<file path="config.mk">
export PLATFORM = sky130hd
export DESIGN_NAME = pause_overlay_ctrl_flat
export DESIGN_NICKNAME = d
export VERILOG_FILES = /design/src/rtl/pause_overlay_ctrl_pkg.sv /design/src/rtl/pause_overlay_ctrl_if.sv /design/src/rtl/pause_overlay_ctrl_glyph_gen.sv /design/src/rtl/pause_overlay_ctrl.sv /design/src/flat_wrapper.sv
export SDC_FILE = /design/constraint.sdc
export NUM_CORES = 1
export LEC_CHECK = 0
export ABC_AREA = 1
export BUFFER_PORTS_ARGS = -buffer_cell sky130_fd_sc_hd__buf_2
export CORE_MARGIN = 8
export CORE_UTILIZATION = 30
export CTS_CLUSTER_SIZE = 8
export DETAILED_ROUTE_END_ITERATION = 10
export HOLD_SLACK_MARGIN = 0.05
export PLACE_DENSITY = 0.54
export SYNTH_ARGS = -nofsm -noshare
export SYNTH_HDL_FRONTEND = slang
export SYNTH_SLANG_ARGS = --single-unit
</file>
<file path="constraint.sdc">
create_clock -name clk -period 2.1 [get_ports clk]
set_input_delay 0.315 -clock clk [delete_from_list [all_inputs] [get_ports clk]]
set_output_delay 0.315 -clock clk [all_outputs]
set_load 0.02 [all_outputs]
</file>
<file path="src/rtl/pause_overlay_ctrl_pkg.sv">
// Shared types and the 3x5 countdown font for the pause overlay.
package flappy_pkg;

   typedef enum logic [1:0] {RUN, PAUSED, COUNT} pause_state_t;

   localparam int FONT_ROWS = 5;
   localparam int FONT_COLS = 3;

   // Index [r][c]: r = 0 is the top glyph row, c = 0 the lowest matrix column used.
   typedef logic [FONT_ROWS-1:0][FONT_COLS-1:0] font_t;

   localparam font_t FONT_1 = {3'b111, 3'b010, 3'b010, 3'b011, 3'b010};
   localparam font_t FONT_2 = {3'b111, 3'b001, 3'b111, 3'b100, 3'b111};
   localparam font_t FONT_3 = {3'b111, 3'b100, 3'b111, 3'b100, 3'b111};

   function automatic font_t digit_font(input logic [1:0] digit);
      case (digit)
         2'd1:    return FONT_1;
         2'd2:    return FONT_2;
         2'd3:    return FONT_3;
         default: return '0;
      endcase
   endfunction

endpackage

</file>
<file path="src/rtl/pause_overlay_ctrl_if.sv">
// Frame path and status signals between the game frame source, the pause controller and the driver.
interface pause_overlay_if #(
   parameter int ROWS = 8,
   parameter int COLS = 8
);
   logic                      pause_btn;
   logic [ROWS-1:0][COLS-1:0] red_in;
   logic [ROWS-1:0][COLS-1:0] green_in;
   logic [ROWS-1:0][COLS-1:0] red_out;
   logic [ROWS-1:0][COLS-1:0] green_out;
   logic                      game_en;
   logic                      paused;

   modport master (
      output pause_btn, red_in, green_in,
      input  red_out, green_out, game_en, paused
   );

   modport slave (
      input  pause_btn, red_in, green_in,
      output red_out, green_out, game_en, paused
   );
endinterface

</file>
<file path="src/rtl/pause_overlay_ctrl_glyph_gen.sv">
// Combinational overlay planes: blinking pause bars while paused, red countdown digit while counting.
module pause_glyph_gen
   import flappy_pkg::*;
#(
   parameter int ROWS = 8,
   parameter int COLS = 8
) (
   input  logic                      icon_on,
   input  pause_state_t              state,
   input  logic [1:0]                digit,
   output logic [ROWS-1:0][COLS-1:0] red,
   output logic [ROWS-1:0][COLS-1:0] green
);
   localparam int DIGIT_ROW0 = ROWS/2 - 3;
   localparam int DIGIT_COL0 = COLS/2 - 2;

   logic [ROWS-1:0][COLS-1:0] pause_plane;
   logic [ROWS-1:0][COLS-1:0] digit_plane;
   font_t                     font;

   always_comb begin
      pause_plane = '0;
      digit_plane = '0;
      font        = digit_font(digit);

      // Two vertical bars, two columns wide, with a one-column gap at COLS/2-1.
      for (int r = 1; r <= ROWS-2; r++) begin
         pause_plane[r][COLS/2-3] = 1'b1;
         pause_plane[r][COLS/2-2] = 1'b1;
         pause_plane[r][COLS/2]   = 1'b1;
         pause_plane[r][COLS/2+1] = 1'b1;
      end

      for (int r = 0; r < FONT_ROWS; r++) begin
         for (int c = 0; c < FONT_COLS; c++) begin
            digit_plane[DIGIT_ROW0+r][DIGIT_COL0+c] = font[r][c];
         end
      end

      red   = '0;
      green = '0;
      case (state)
         PAUSED: begin
            if (icon_on) begin
               red   = pause_plane;
               green = pause_plane;
            end
         end
         COUNT:   red = digit_plane;
         default: ;
      endcase
   end

endmodule

</file>
<file path="src/rtl/pause_overlay_ctrl.sv">
// Pause controller and LED-matrix overlay between the game frame generator and the matrix driver.
// Define PAUSE_COUNTDOWN_EN to insert a 3-2-1 countdown between un-pause and resumed play.
module pause_overlay_ctrl #(
   parameter int ROWS         = 8,
   parameter int COLS         = 8,
   parameter int BLINK_CYCLES = 25000000,
   parameter int COUNT_CYCLES = 50000000
) (
   input  logic           clk,
   input  logic           reset,
   pause_overlay_if.slave bus
);
   import flappy_pkg::*;

   if (ROWS < 7 || COLS < 6 || BLINK_CYCLES < 2 || COUNT_CYCLES < 2) begin : g_param_check
      $error("pause_overlay_ctrl: parameter outside legal range");
   end

   localparam int                 BLINK_W    = $clog2(BLINK_CYCLES);
   localparam logic [BLINK_W-1:0] BLINK_LAST = BLINK_W'(BLINK_CYCLES - 1);

   pause_state_t              state, state_nxt;
   logic                      btn_q;
   logic                      btn_armed;
   logic                      press;
   logic [BLINK_W-1:0]        blink_cnt, blink_nxt;
   logic                      icon_on, icon_nxt;
   logic [1:0]                glyph_digit;
   logic [ROWS-1:0][COLS-1:0] ov_red, ov_green;
   logic [ROWS-1:0][COLS-1:0] red_q, green_q;
   logic                      game_en_q, paused_q;

`ifdef PAUSE_COUNTDOWN_EN
   localparam int                 COUNT_W    = $clog2(COUNT_CYCLES);
   localparam logic [COUNT_W-1:0] COUNT_LAST = COUNT_W'(COUNT_CYCLES - 1);

   logic [COUNT_W-1:0] cnt, cnt_nxt;
   logic [1:0]         digit, digit_nxt;
`endif

   // btn_armed masks the first post-reset cycle so a key held through reset is only loaded, not toggled.
   assign press = bus.pause_btn & ~btn_q & btn_armed;

   always_ff @(posedge clk) begin
      if (reset) begin
         state     <= RUN;
         btn_q     <= 1'b0;
         btn_armed <= 1'b0;
         blink_cnt <= '0;
         icon_on   <= 1'b1;
      end else begin
         state     <= state_nxt;
         btn_q     <= bus.pause_btn;
         btn_armed <= 1'b1;
         blink_cnt <= blink_nxt;
         icon_on   <= icon_nxt;
      end
   end

`ifdef PAUSE_COUNTDOWN_EN
   always_ff @(posedge clk) begin
      if (reset) begin
         cnt   <= '0;
         digit <= 2'd3;
      end else begin
         cnt   <= cnt_nxt;
         digit <= digit_nxt;
      end
   end
`endif

   always_comb begin
      state_nxt = state;
      blink_nxt = blink_cnt;
      icon_nxt  = icon_on;
`ifdef PAUSE_COUNTDOWN_EN
      cnt_nxt   = cnt;
      digit_nxt = digit;
`endif
      case (state)
         RUN: begin
            if (press) begin
               state_nxt = PAUSED;
               blink_nxt = '0;
               icon_nxt  = 1'b1;
            end
         end
         PAUSED: begin
            if (press) begin
`ifdef PAUSE_COUNTDOWN_EN
               state_nxt = COUNT;
               cnt_nxt   = '0;
               digit_nxt = 2'd3;
`else
               state_nxt = RUN;
`endif
            end else if (blink_cnt == BLINK_LAST) begin
               blink_nxt = '0;
               icon_nxt  = ~icon_on;
            end else begin
               blink_nxt = blink_cnt + 1'b1;
            end
         end
`ifdef PAUSE_COUNTDOWN_EN
         COUNT: begin
            // A press on the final count still lands in PAUSED rather than RUN.
            if (press) begin
               state_nxt = PAUSED;
               blink_nxt = '0;
               icon_nxt  = 1'b1;
            end else if (cnt == COUNT_LAST) begin
               cnt_nxt = '0;
               if (digit == 2'd1) begin
                  state_nxt = RUN;
               end else begin
                  digit_nxt = digit - 2'd1;
               end
            end else begin
               cnt_nxt = cnt + 1'b1;
            end
         end
`endif
         default: state_nxt = RUN;
      endcase
   end

`ifdef PAUSE_COUNTDOWN_EN
   assign glyph_digit = digit;
`else
   assign glyph_digit = 2'd3;
`endif

   pause_glyph_gen #(
      .ROWS (ROWS),
      .COLS (COLS)
   ) u_glyph (
      .icon_on (icon_on),
      .state   (state),
      .digit   (glyph_digit),
      .red     (ov_red),
      .green   (ov_green)
   );

   // Output register: every output reflects the state and frame of the previous cycle.
   always_ff @(posedge clk) begin
      if (reset) begin
         red_q     <= '0;
         green_q   <= '0;
         game_en_q <= 1'b0;
         paused_q  <= 1'b0;
      end else begin
         if (state == RUN) begin
            red_q   <= bus.red_in;
            green_q <= bus.green_in;
         end else begin
            red_q   <= ov_red;
            green_q <= ov_green;
         end
         game_en_q <= (state == RUN);
         paused_q  <= (state != RUN);
      end
   end

   assign bus.red_out   = red_q;
   assign bus.green_out = green_q;
   assign bus.game_en   = game_en_q;
   assign bus.paused    = paused_q;

endmodule

</file>
<file path="src/flat_wrapper.sv">
// flat-port wrapper written by rule: the top's interface ports become plain ports
module pause_overlay_ctrl_flat import flappy_pkg::*;
#(
   parameter int ROWS         = 8,
   parameter int COLS         = 8,
   parameter int BLINK_CYCLES = 25000000,
   parameter int COUNT_CYCLES = 50000000
)
  (clk, reset, bus_pause_btn, bus_red_in, bus_green_in, bus_red_out, bus_green_out, bus_game_en, bus_paused);
  pause_overlay_if #(.ROWS(ROWS), .COLS(COLS)) bus_i ();
  input  logic clk;
  input  logic reset;
  input wire logic [$bits(bus_i.pause_btn)-1:0] bus_pause_btn;
  input wire logic [$bits(bus_i.red_in)-1:0] bus_red_in;
  input wire logic [$bits(bus_i.green_in)-1:0] bus_green_in;
  output wire logic [$bits(bus_i.red_out)-1:0] bus_red_out;
  output wire logic [$bits(bus_i.green_out)-1:0] bus_green_out;
  output wire logic [$bits(bus_i.game_en)-1:0] bus_game_en;
  output wire logic [$bits(bus_i.paused)-1:0] bus_paused;
  assign bus_i.pause_btn = bus_pause_btn;
  assign bus_i.red_in = bus_red_in;
  assign bus_i.green_in = bus_green_in;
  assign bus_red_out = bus_i.red_out;
  assign bus_green_out = bus_i.green_out;
  assign bus_game_en = bus_i.game_en;
  assign bus_paused = bus_i.paused;
  pause_overlay_ctrl #(.ROWS(ROWS), .COLS(COLS), .BLINK_CYCLES(BLINK_CYCLES), .COUNT_CYCLES(COUNT_CYCLES)) u_core (.clk(clk), .reset(reset), .bus(bus_i));
endmodule
</file>
* After elaboration in Yosys (flattened, before gate mapping)
Cells that the tools add are included.
Word-level totals: bits in registers 160, latch bits 0, RAM bits 0, ROM bits 0, input port bits 131, output and inout port bits 130, memories 0
Operators by class: $add $sub $neg 1, multiply operators 0, divide/modulo/power cells 0, $lt $le $gt $ge 0, equality and inequality tests 7, shift operators 0, mux-type cells 17, bitwise logic cells 4, reduce and logical (&&, ||, !) cells 6
Operators with widths (count):
- $mux 64 | 3
- $pmux 64 s2 | 1
- $mux 25 | 3
- $mux 54 | 1
- $pmux 25 s2 | 1
- $add 25x1->25 const B | 1
- $eq 25x25->1 const B | 1
- $ne 2x1->1 const B | 3
- $mux 1 | 4
- $mux 2 | 2
- $pmux 2 s2 | 1
- $reduce_and 4->1 | 1
- $reduce_bool 2->1 | 2
- $reduce_and 3->1 | 1
- $and 1x1->1 | 2
- $eq 2x1->1 const B | 1
- $eq 2x2->1 const B | 1
- $logic_not 2->1 | 1
- $ne 2x2->1 const B | 1
- $not 1->1 | 2
- $pmux 1 s2 | 1
- $reduce_and 2->1 | 1

* Longest topological paths before layout
Gate-level depths: netlist of the first run.
depth in word-level cells 5, depth in mapped cells 13, gate-level depth less buffers 12

* By module
From an unflattened synthesis of the first run, not the netlist that was laid out.
Unflattened totals: cell total of the unflattened synthesis 655, area, all modules 6500.0 µm²
By module, submodules not included:
- pause_overlay_ctrl | times used 1, cells each 507, area each 5475.3 µm²
- pause_glyph_gen | times used 1, cells each 148, area each 1024.7 µm²

* Worst setup path before layout of the first run
OpenSTA, ideal clock, no wires.
kind reg-to-reg, start register u_core.state[0], end register u_core.blink_cnt[10], library setup time 0.114 ns, arrival 1.634 ns, path slack 0.352 ns, stages on the path, launching flop included 11, buffers on the path 2, clock period less this slack 1.748 ns, path through dfxtp_1 -> buf_2 -> inv_1 -> ha_1 -> buf_4 -> nand3_2 -> nor2_2 -> nand4_1 -> nor2_1 -> xor2_1 -> nor2_1
Between the ends: cells in the longest elaborated chain, start to end 3, elaborated cells on any way between the ends 7, classes of those cells 3 x eq/ne; 1 x mux; 3 x reduce/logical
RTL lines:
- start, declared | RTL line pause_overlay_ctrl.sv:22 | pause_state_t state, state_nxt;
- start signal, assigned | RTL line pause_overlay_ctrl.sv:52 | state <= state_nxt;
- $eq 2x1->1 or $logic_not 2->1 (tied branches) | RTL line pause_overlay_ctrl.sv:80 | case (state)
- $ne 2x2->1 (no line) (tied with other cells)
- $reduce_and 3->1 (no line)
- end signal, assigned | RTL line pause_overlay_ctrl.sv:55 | blink_cnt <= blink_nxt;
- end, declared | RTL line pause_overlay_ctrl.sv:26 | logic [BLINK_W-1:0] blink_cnt, blink_nxt;
Parallel ways exist; a longest one is shown, timed or not. A chain may end at the register's enable or synchronous reset.

* Final worst setup path of the first run
start register u_core.btn_armed, end register u_core.blink_cnt[10]
Between the ends: cells in the longest elaborated chain, start to end 3, elaborated cells on any way between the ends 4, classes of those cells 2 x eq/ne; 1 x bitwise; 1 x reduce/logical
RTL lines:
- start, declared | RTL line pause_overlay_ctrl.sv:24 | logic btn_armed;
- start signal, assigned | RTL line pause_overlay_ctrl.sv:48 | btn_armed <= 1'b0;
- start signal, assigned | RTL line pause_overlay_ctrl.sv:54 | btn_armed <= 1'b1;
- $and 1x1->1 (*) | RTL line pause_overlay_ctrl.sv:42 | assign press = bus.pause_btn & ~btn_q & btn_armed;
- $ne 2x2->1 (no line) or $ne 2x1->1 (tied branches)
- $reduce_and 3->1 (no line) (*)
Every way passes the cells marked *; elsewhere a longest branch is shown, timed or not.

==> metrics, run 1 <==
CTS tree=done; CP endpoint=u_core.blink_cnt[10]; H-Tree Depth=4; Worst-path clk slew=0.07 ns; internal cell power=between 0.005 and 0.006 W; Hold Crit Class=input port to register; number of buffers created by CTS=17; P_leak=4.11 nW; net load switching power=between 0.002 and 0.0025 W; DRT Pass-1 Iters=6; Pins Over Slew Limit=0; Arr. time, crit path=2.10 ns; Clk pwr share=0.394; Final setup viols=0; # fillers=~1,800; reg2reg start=u_core.btn_armed; gr usage total=0.135; diodes inserted=0; row count=48; hpwl dp=between 10,000 and 15,000 um; NumNets Final=between 1,000 and 1,500; clock sink count=approximately 160; sw frac=0.290; worst slew pin tran=between 0.8 and 0.9 ns; Antenna Nets Post-Route=0; Routed WL per cell=around 13 um; vias in the first global route=between 4,000 and 5,000; area delta synth->final=40.8%; violation count after the first detailed-route iteration=around 180; most used cell along the critical path=nor2_1; Mapped Area=0.00523 mm2; crit path launch=u_core.btn_armed; initial antenna violation count=3; layout cells sized above 1=0.349; fmax=~550 MHz; period utilization=0.861; slowest CP cell=ha_1; WL final=between 10,000 and 15,000 um; Syn Nets=between 700 and 800; top-level port count=261; Vias per Instance=3.97; CP Max Fanout=4; number of post-CTS setup repair buffers=0; worst-case reg-to-reg path depth=10; Tmin final=about 1.8 ns; Max Root-Sink Buffers=2; register area share after synthesis=0.609; final worst setup slack=0.291 ns; die extent in x=148 um; Core Box Area=approximately 0.017 mm2; clk root buf=clkbuf_16; CP cell instances=nand2_1 -> nor2_1 -> inv_1 -> ha_1 -> nand3_2 -> nor2_2 -> nand4_1 -> nor2_1 -> xor2_1 -> nor2_1; chip height=around 150 um; Reg power frac=0.441; Reg2Reg Setup Slack=0.29 ns; Synth Instances=between 600 and 700; RSZ-0062 raised after global routing=false; CTS hold repair buffers=0; Avg Inst Size Synth=8.29 um2; Setup TNS=0 ns; synth warn=0; GRT overflow=0; Die Area=0.0219 mm2; post_cts resized=0; CP max stage delay=between 0.3 and 0.4 ns; WS Path Type=register to register; PD cells=1040 mW/mm2; WP data required=about 2.4 ns; routability cong.=approximately 0.75; r2r endpoint=u_core.blink_cnt[10]; total chip power=roughly 0.0077 W; clk_lat worst skew=~0.42 ns; PortBufs=between 200 and 300; power share of the combinational group=0.165; outcome=finished, final reports clean; Initial Util=0.304; drc violations=0; CP endpoint kind=register; largest net degree at the start of global routing=just over 80; Synth cell types=27; skew final=~0.012 ns; Worst slew margin=0.429; first-pass GRT wire length=23,200 um; Vias=between 4,000 and 5,000; Max-cap violations=0; Startpoint Class=register; Peak VDD IR=732 uV; #FFs+latches synth=around 160; Fin. Hold Viols=0; Placement Setup Slack=about 0.16 ns
-- state kept, by name, summed over array words and instances, names as in the netlist --
register and flops:
u_core.bus.paused 1, u_core.blink_cnt 25, u_core.btn_q 1, u_core.icon_on 1, u_core.state 1, u_core.bus.game_en 1
u_core.bus.green_out 64, u_core.bus.red_out 64, u_core.btn_armed 1
-- worst min-delay path by stage --
| stage | to | slack, ns | cells after the start | start |
|---|---|---|---|---|
| 6_report | u_core.bus.green_out[17] | 0.08 | 3 | bus_green_in[17] |
| 5_1_grt | u_core.bus.green_out[17] | 0.05 | 3 | bus_green_in[17] |
| 4_1_cts | u_core.bus.green_out[17] | 0.05 | 3 | bus_green_in[17] |
| 3_5_place_dp | u_core.bus.paused | 0.46 | 2 | u_core.state[0] |
| 3_3_place_gp | u_core.bus.paused | 0.46 | 2 | u_core.state[0] |
| 2_1_floorplan | u_core.btn_q | 0.39 | 1 | reset |
-- critical path, delay by kind of cell, from the launching register on --
kind	cells	cell delay, ns
fa+ha+maj	1	0.39
buf+inv	1	0.08
xor+xnor	1	0.15
flops	1	0.30
simple gates	7	0.77
-- routing by layer --
layer | wire length (um) | vias to the layer above | track usage
met5 | 26 | - | 0
met4 | 248 | 4 | 0.0495
met3 | 2240 | 22 | 0.101
met2 | 6560 | 195 | 0.209
met1 | 5530 | 1909 | 0.137
li1 | - | 2363 | -
-- area by class of cell --
| cell class | instances | area (um2) | area share |
|---|---|---|---|
| clock buffers | 18 | 439 | 0.0597 |
| well taps | 225 | 282 | 0.0383 |
| clock inverters | 13 | 143 | 0.0194 |
| repair buffers | 267 | 1370 | 0.186 |
| multi-input cells | 340 | 1530 | 0.209 |
| flip-flops and latches | 159 | 3180 | 0.433 |
| inverters | 109 | 409 | 0.0556 |
-- synthesized netlist by cell type --
cell type,number,area [um2]
a21oi_1,1,5.00
buf_2,6,30.0
buf_4,1,7.51
buf_6,2,22.5
clkbuf_1,13,48.8
dfxtp_1,159,3180
ha_1,4,50.1
inv_1,106,398
inv_2,3,11.3
mux2i_1,1,10.0
nand2_1,143,537
nand2_2,2,12.5
nand2_4,1,11.3
nand3_1,19,95.1
nand3_2,2,20.0
nand3b_2,1,11.3
nand4_1,5,31.3
nor2_1,129,484
nor2_2,5,31.3
nor2_4,3,33.8
nor3_1,3,15.0
nor4_1,1,6.26
o21a_1,1,7.51
o21ai_0,1,5.00
o32ai_1,1,8.76
xnor2_1,8,70.1
xor2_1,9,78.8
-- metrics by stage --
stage | std cells | hold WS [ns] | cell area [um2] | utilization
final | 1131 | 0.0815 | 7360 | 0.428
after global routing | 1131 | 0.0523 | 7360 | 0.428
after CTS | 1131 | 0.0513 | 7360 | 0.428
after detailed placement | 1100 | 0.460 | 6770 | 0.394
after global placement | 1100 | 0.457 | 6770 | 0.394
after floorplan | 630 | 0.386 | 5230 | -
-- power groups by stage --
stage | registers (W) | clock network, W | logic (W)
after floorplan | 0.00383 | 0 | 0.000369
after global placement | 0.00345 | 0 | 0.00129
after detailed placement | 0.00345 | 0 | 0.00129
after CTS | 0.00339 | 0.00313 | 0.00129
after global routing | 0.00342 | 0.00325 | 0.00139
final | 0.00338 | 0.00302 | 0.00126
-- cell families after synthesis --
logic type,after synthesis,share of synthesized area
multiplexers,1,0.00192
flip-flops,159,0.609
AO/OA/AOI/OAI,4,0.00503
XOR/XNOR,17,0.0285
AND/OR/NAND/NOR,314,0.247
adder cells (fa/ha/maj),4,0.00958
buffers and inverters,131,0.0991
-- placed cells by master (no fill, tap or decap), drive strengths merged --
cell and instances:
clkinv 2, o32ai 1, nand3 21, clkinvlp 2, a21oi 1, nand2 146, inv 117, nand3b 1
xnor2 8, buf 267, o21ai 1, dfxtp 159, mux2i 1, clkbuf 18, xor2 9, ha 4
nor2 137, o21a 1, nand4 5, nor3 3, bufinv 1, nor4 1
Power figures use the tool's default switching activity.
==> inputs of run 2 (changes only) <==
PLACE_DENSITY = 0.52   (was 0.54)
REMOVE_ABC_BUFFERS = 1   (was unset)
SYNTH_HIERARCHICAL = 1   (was unset)
clock period = 2.3 ns   (was 2.1 ns; I/O delays follow)
==> run 2 against run 1 <==
  * Power is 5.3% lower
  * Synthesized cell count up 4.0%
  * Global-route usage shrank 0.89 points
  * Sequential power is 8.6% lower
  * Clock skew increased by 0.0060 ns
  * Clock power fell by 7.9%
  * First-iteration DRC count rose by 62%
  * Non-clock buffer count is 1 higher
  * Combinational power rose by 11%
  * Synthesized area grew 24%
  * Worst hold slack improved by 0.059 ns
  * Largest power group unchanged
  * Highest routed layer is now met4
==> metrics, run 2 <==
CTS tree=done; Initial Util=0.302; initial antenna violation count=2; CTS hold repair buffers=0; post-synthesis simple-gate area fraction=0.113; Antenna Nets Post-Route=0; worst slew pin tran=about 0.78 ns; Max-cap violations=0; Synth Instances=about 660; post-synthesis xor/xnor area fraction=0.0243; H-Tree Depth=4; period utilization=0.819; WP data required=2.61 ns; Hold Crit Class=input port to register; Clk pwr share=0.382; PD cells=between 800 and 900 mW/mm2; Yosys top cell by area=dfxtp_1; Vias=around 4,700; largest net degree at the start of global routing=72; gr usage total=0.126; register area share after synthesis=0.490; #FFs+latches synth=around 160; CP Max Fanout=6; first-pass GRT wire length=roughly 26,000 um; Fin. Hold Viols=0; PortBufs=260; clock sink count=between 150 and 200; Mapped Area=about 0.0065 mm2; Avg Inst Size Synth=9.92 um2; CP endpoint kind=register; GRT overflow=0; FFs w/ async S/R, synth=0; Peak VDD IR=approximately 380 uV; layout cells sized above 1=0.367; Cell Count, Final, Fillers Out=roughly 1,200; commonest non-fill, non-tap cell in the layout=buf_2; hpwl dp=between 10,000 and 15,000 um; Post-Route Utilization=0.376; Post-synth top cells=159 x dfxtp_1, 128 x a22o_1, 119 x buf_4; Synth top area share=0.490; number of buffers created by CTS=17; Arr. time, crit path=about 2.2 ns; clk_lat worst skew=0.42 ns; largest family of logic cells by synthesized area=buffers and inverters; Tmin final=1.88 ns; net load switching power=approximately 0.0023 W; Routed WL per cell=between 15 and 20 um; Core Box Area=roughly 0.022 mm2; outcome=finished, final reports clean; Die Area=around 0.027 mm2; synth top area cells=dfxtp_1 49%, a22o_1 17%, buf_4 14%; RSZ-0062 raised after global routing=false; Pins Over Slew Limit=0; adder-cell area share of the yosys netlist=0.0115; WS Path Type=register to register; P_leak=approximately 4 nW; routability cong.=approximately 0.77; skew final=0.0183 ns; top_reg_cell synth=dfxtp_1; NumNets Final=between 1,000 and 1,500; Final setup viols=0; Worst-path clk slew=0.08 ns; Placed Instances=between 1,000 and 1,500; area delta synth->final=24.8%; commonest non-fill, non-tap cells in the layout=260 x buf_2, 159 x dfxtp_1, 128 x a22o_1; clk root buf=clkbuf_16; row count=between 50 and 60; die extent in x=163 um; top-count cell post-synth=dfxtp_1; synth warn=6; post_cts resized=0; Worst slew margin=0.481; power share of the combinational group=0.192; Startpoint Class=register; violation count after the first detailed-route iteration=between 200 and 300; WL final=approximately 18,000 um; internal cell power=roughly 0.005 W; fmax=531 MHz; number of post-CTS setup repair buffers=0; mux contribution to synthesized area=0.00154; Reg power frac=0.426; top-level port count=~260; Vias per Instance=4.06; Synth cell types=32; DRT Pass-1 Iters=4; Synth Area in Compound Gates=0.177; sw frac=0.310; Max Root-Sink Buffers=2; drc violations=0; chip height=approximately 160 um; vias in the first global route=between 4,000 and 5,000; EDFF count, synth=0
-- run 2: per-stage QoR --
step / power (W) / hold WS [ns] / setup slack, ns / setup TNS, ns / area, um2
floorplan: 0.00402 / 0.416 / -2.76 / -339.57 / 5750
global placement: 0.00457 / 0.480 / 0.261 / 0 / 7510
detailed placement: 0.00458 / 0.489 / 0.274 / 0 / 7510
CTS: 0.00738 / 0.122 / 0.399 / 0 / 8100
global route: 0.00762 / 0.121 / 0.198 / 0 / 8110
finish: 0.00726 / 0.141 / 0.416 / 0 / 8110
-- run 2: worst paths after layout --
path,depth (start not counted),start,slack [ns],endpoint
min,2,bus_green_in[57],0.14,u_core/bus.green_out[57]
max,11,u_core/btn_armed,0.42,u_core/blink_cnt[20]
min reg2reg,2,u_core/icon_on,0.49,u_core/icon_on
max reg2reg,11,u_core/btn_armed,0.42,u_core/blink_cnt[20]
-- run 2: area by class of cell --
type | count | area, um2
fillers | 2202 | 13400
flip-flops and latches | 159 | 3180
multi-input cells | 393 | 2450
repair buffers | 268 | 1400
clock buffers | 17 | 425
well taps | 280 | 350
clock inverters | 15 | 165
inverters | 34 | 128
diodes | 3 | 7.51
-- run 2: worst max-delay path, cell delays in order, from the launching register on --
cell and delay [ns]:
dfxtp_1 0.31, nand2_1 0.05, nor2_1 0.14, inv_1 0.08, ha_1 0.38, nand2_4 0.09, nor2_4 0.21, nand3_4 0.11
nor2_4 0.14, nand2_1 0.08, xor2_1 0.17, nor2_2 0.04
-- run 2: layer usage --
metal / routed length, um / part of all wire / up-vias / track usage
met5: 0 / 0 / - / 0
met4: 146 / 0.0082 / 0 / 0.0363
li1: - / - / 2465 / -
met2: 8840 / 0.50 / 146 / 0.218
met1: 7330 / 0.41 / 2131 / 0.145
met3: 1400 / 0.079 / 7 / 0.0413
-- run 2: power by group through the flow --
stage / logic, W / registers (W) / clock network, W
after floorplan: 0.000511 / 0.00351 / 0
after global placement: 0.00141 / 0.00316 / 0
after detailed placement: 0.00142 / 0.00316 / 0
after CTS: 0.00142 / 0.00310 / 0.00286
after global routing: 0.00151 / 0.00312 / 0.00298
final: 0.00140 / 0.00309 / 0.00278
-- run 2: kinds of logic (layout without fill, tap and decap cells) --
family                     Yosys count  after routing
AOI/OAI and AO/OA                  132            132
xor gates and xnor gates            18             18
adders and majority gates            6              6
buffers and inverters              183            334
DFF                                159            159
muxes                                1              1
other                                3             86
and+or+nand+nor                    153            153
==> inputs of run 3 (changes only) <==
PLACE_DENSITY = 0.54   (was 0.52)
clock period = 1.7 ns   (was 2.3 ns; I/O delays follow)
==> run 3 against run 2 <==
  * Cell count up 9.9%
  * Register-to-register slack lost 0.41 ns
  * Combinational power up 54%
  * Setup slack got worse by 0.41 ns
  * Sequential share of layout area down 5.0 points
  * Critical path depth is the same
  * Die area is the same
  * Power grew 39%
  * Clock-buffer cell count did not move
  * Largest cell class unchanged
  * Largest power group unchanged
==> metrics, run 3 (same netlist as run 2, synthesis figures left out) <==
outcome=finished, final reports clean; Reg2Reg Setup Slack=between 0.006 and 0.007 ns; post-route cell area=0.00930 mm2; Pins Over Slew Limit=0; Startpoint Class=register; WL final=~18,000 um; gr usage total=0.134; Final setup viols=0; Peak VDD IR=approximately 550 uV; PortBufs=260; Fin. Hold Viols=0; GRT overflow=0; chip height=163 um; Die Area=roughly 0.027 mm2; fmax=590 MHz; Post-Route Utilization=0.432; reg2reg start=u_core/btn_armed; commonest non-fill, non-tap cell in the layout=buf_2; Vias=about 5,200; Core Box Area=around 0.022 mm2; row count=54; CP endpoint kind=register; final worst setup slack=0.00632 ns; H-Tree Depth=4; period utilization=0.996; CP cell instances=nand2_1 -> nor2_2 -> inv_2 -> ha_4 -> nand2_4 -> nor2_4 -> nand3_4 -> nor2_4 -> nand2_1 -> xor2_1 -> nor2_2; hpwl dp=roughly 13,000 um; RSZ-0062 raised after global routing=true; first-pass GRT wire length=~28,000 um; area of placed instances=between 0.007 and 0.008 mm2; DRT Pass-1 Iters=4; Antenna Nets Post-Route=0; Initial Util=0.302; WS Path Type=register to register; Routed WL per cell=about 14 um; die extent in x=163 um; slowest CP cell=dfxtp_1; WP depth=11; WP data required=around 2 ns; r2r endpoint=u_core/blink_cnt[20]; violation count after the first detailed-route iteration=approximately 250; clk_lat worst skew=about 0.4 ns; Worst slew margin=0.658; Max Root-Sink Buffers=2; total chip power=approximately 0.01 W; layout cells sized above 1=0.361; Vias per Instance=4.07; Worst path top cell family by delay=simple AND/OR/NAND/NOR gates; NumNets Final=1,128; PD cells=1090 mW/mm2; initial antenna violation count=1; CP Max Fanout=4; Final Hold Slack=0.0712 ns; Arr. time, crit path=approximately 2 ns; worst-case reg-to-reg path depth=11; commonest non-fill, non-tap cells in the layout=260 x buf_2, 159 x dfxtp_1, 128 x a22o_1; worst slew pin tran=between 0.5 and 0.6 ns; drc violations=0; P_leak=approximately 4.5 nW; Max-cap violations=0; Hold Crit Class=input port to register; vias in the first global route=approximately 5,300; Hold Crit Start=bus_green_in[40]; CP max stage delay=0.31 ns; number of buffers created by CTS=17; clock sink count=~160; Tmin final=around 1.7 ns; CP Buf/Inv Count=1; crit path launch=u_core/btn_armed; Placement Setup Slack=-0.168 ns; CTS tree=done; largest net degree at the start of global routing=41; CP endpoint=u_core/blink_cnt[20]; Worst-path clk slew=0.07 ns; area delta synth->final=43.1%; skew final=0.00893 ns; routability cong.=0.820; clk root buf=clkbuf_16; top-level port count=~260
run 3: cell count changes in the layout (fill, tap and decap cells not counted), moves of 2 or more:
| cell | change |
|---|---|
| diode_2 | -2 |
| nor2_1 | -2 |
| ha_1 | -2 |
| buf_12 | +3 |
| buf_4 | +27 |
| dlygate4sd3_1 | +88 |
run 3: worst min-delay path by stage:
| stage | endpoint | cells past startpoint |
|---|---|---|
| floorplan | u_core/btn_q | 1 |
| detailed placement | u_core/bus.green_out[58] | 2 |
| CTS | u_core/bus.green_out[36] | 2 |
| global route | u_core/bus.green_out[42] | 2 |
| global placement | u_core/icon_on | 2 |
| finish | u_core/bus.green_out[40] | 2 |
run 3: layout make-up:
| cell class | instances | area (um2) |
|---|---|---|
| inverter | 34 | 128 |
| clock buffer | 17 | 425 |
| sequential | 159 | 3180 |
| timing repair buffer | 386 | 2540 |
| tap | 280 | 350 |
| multi-input combinational | 393 | 2500 |
| fill | 2076 | 12200 |
| antenna | 1 | 2.50 |
| clock inverter | 15 | 168 |
run 3: routing by layer:
metal / share of wire / GRT usage / routed length [um] / up-vias
met5: 0 / 0 / 0 / -
li1: - / - / - / 2705
met1: 0.40 / 0.149 / 7350 / 2345
met2: 0.50 / 0.237 / 9140 / 158
met3: 0.082 / 0.0428 / 1500 / 21
met4: 0.019 / 0.0421 / 344 / 0
run 3: report_power, final:
group | internal (W) | switching [W] | total (W) | leakage, nW
logic | 0.000930 | 0.00123 | 0.00216 | 2.93
registers | 0.00410 | 0.0000965 | 0.00419 | 1.32
clock network | 0.00198 | 0.00178 | 0.00376 | 0.292
run 3: stage by stage:
step / setup TNS [ns] / cells
6_report: 0 / 1285
4_1_cts: 0 / 1281
3_5_place_dp: -1.45 / 1161
3_3_place_gp: -1.17 / 1161
2_1_floorplan: -418.26 / 586
5_1_grt: -0.866 / 1285
run 3: what timing repair did:
| action | in CTS | in global routing |
|---|---|---|
| gates resized for setup | 4 | 7 |
| hold buffers | 87 | 1 |
| setup buffers | 1 | 2 |
| endpoints found under the hold margin | 87 | 1 |
| pin swaps | 0 | 8 |
| endpoints found under the setup margin | 15 | 24 |
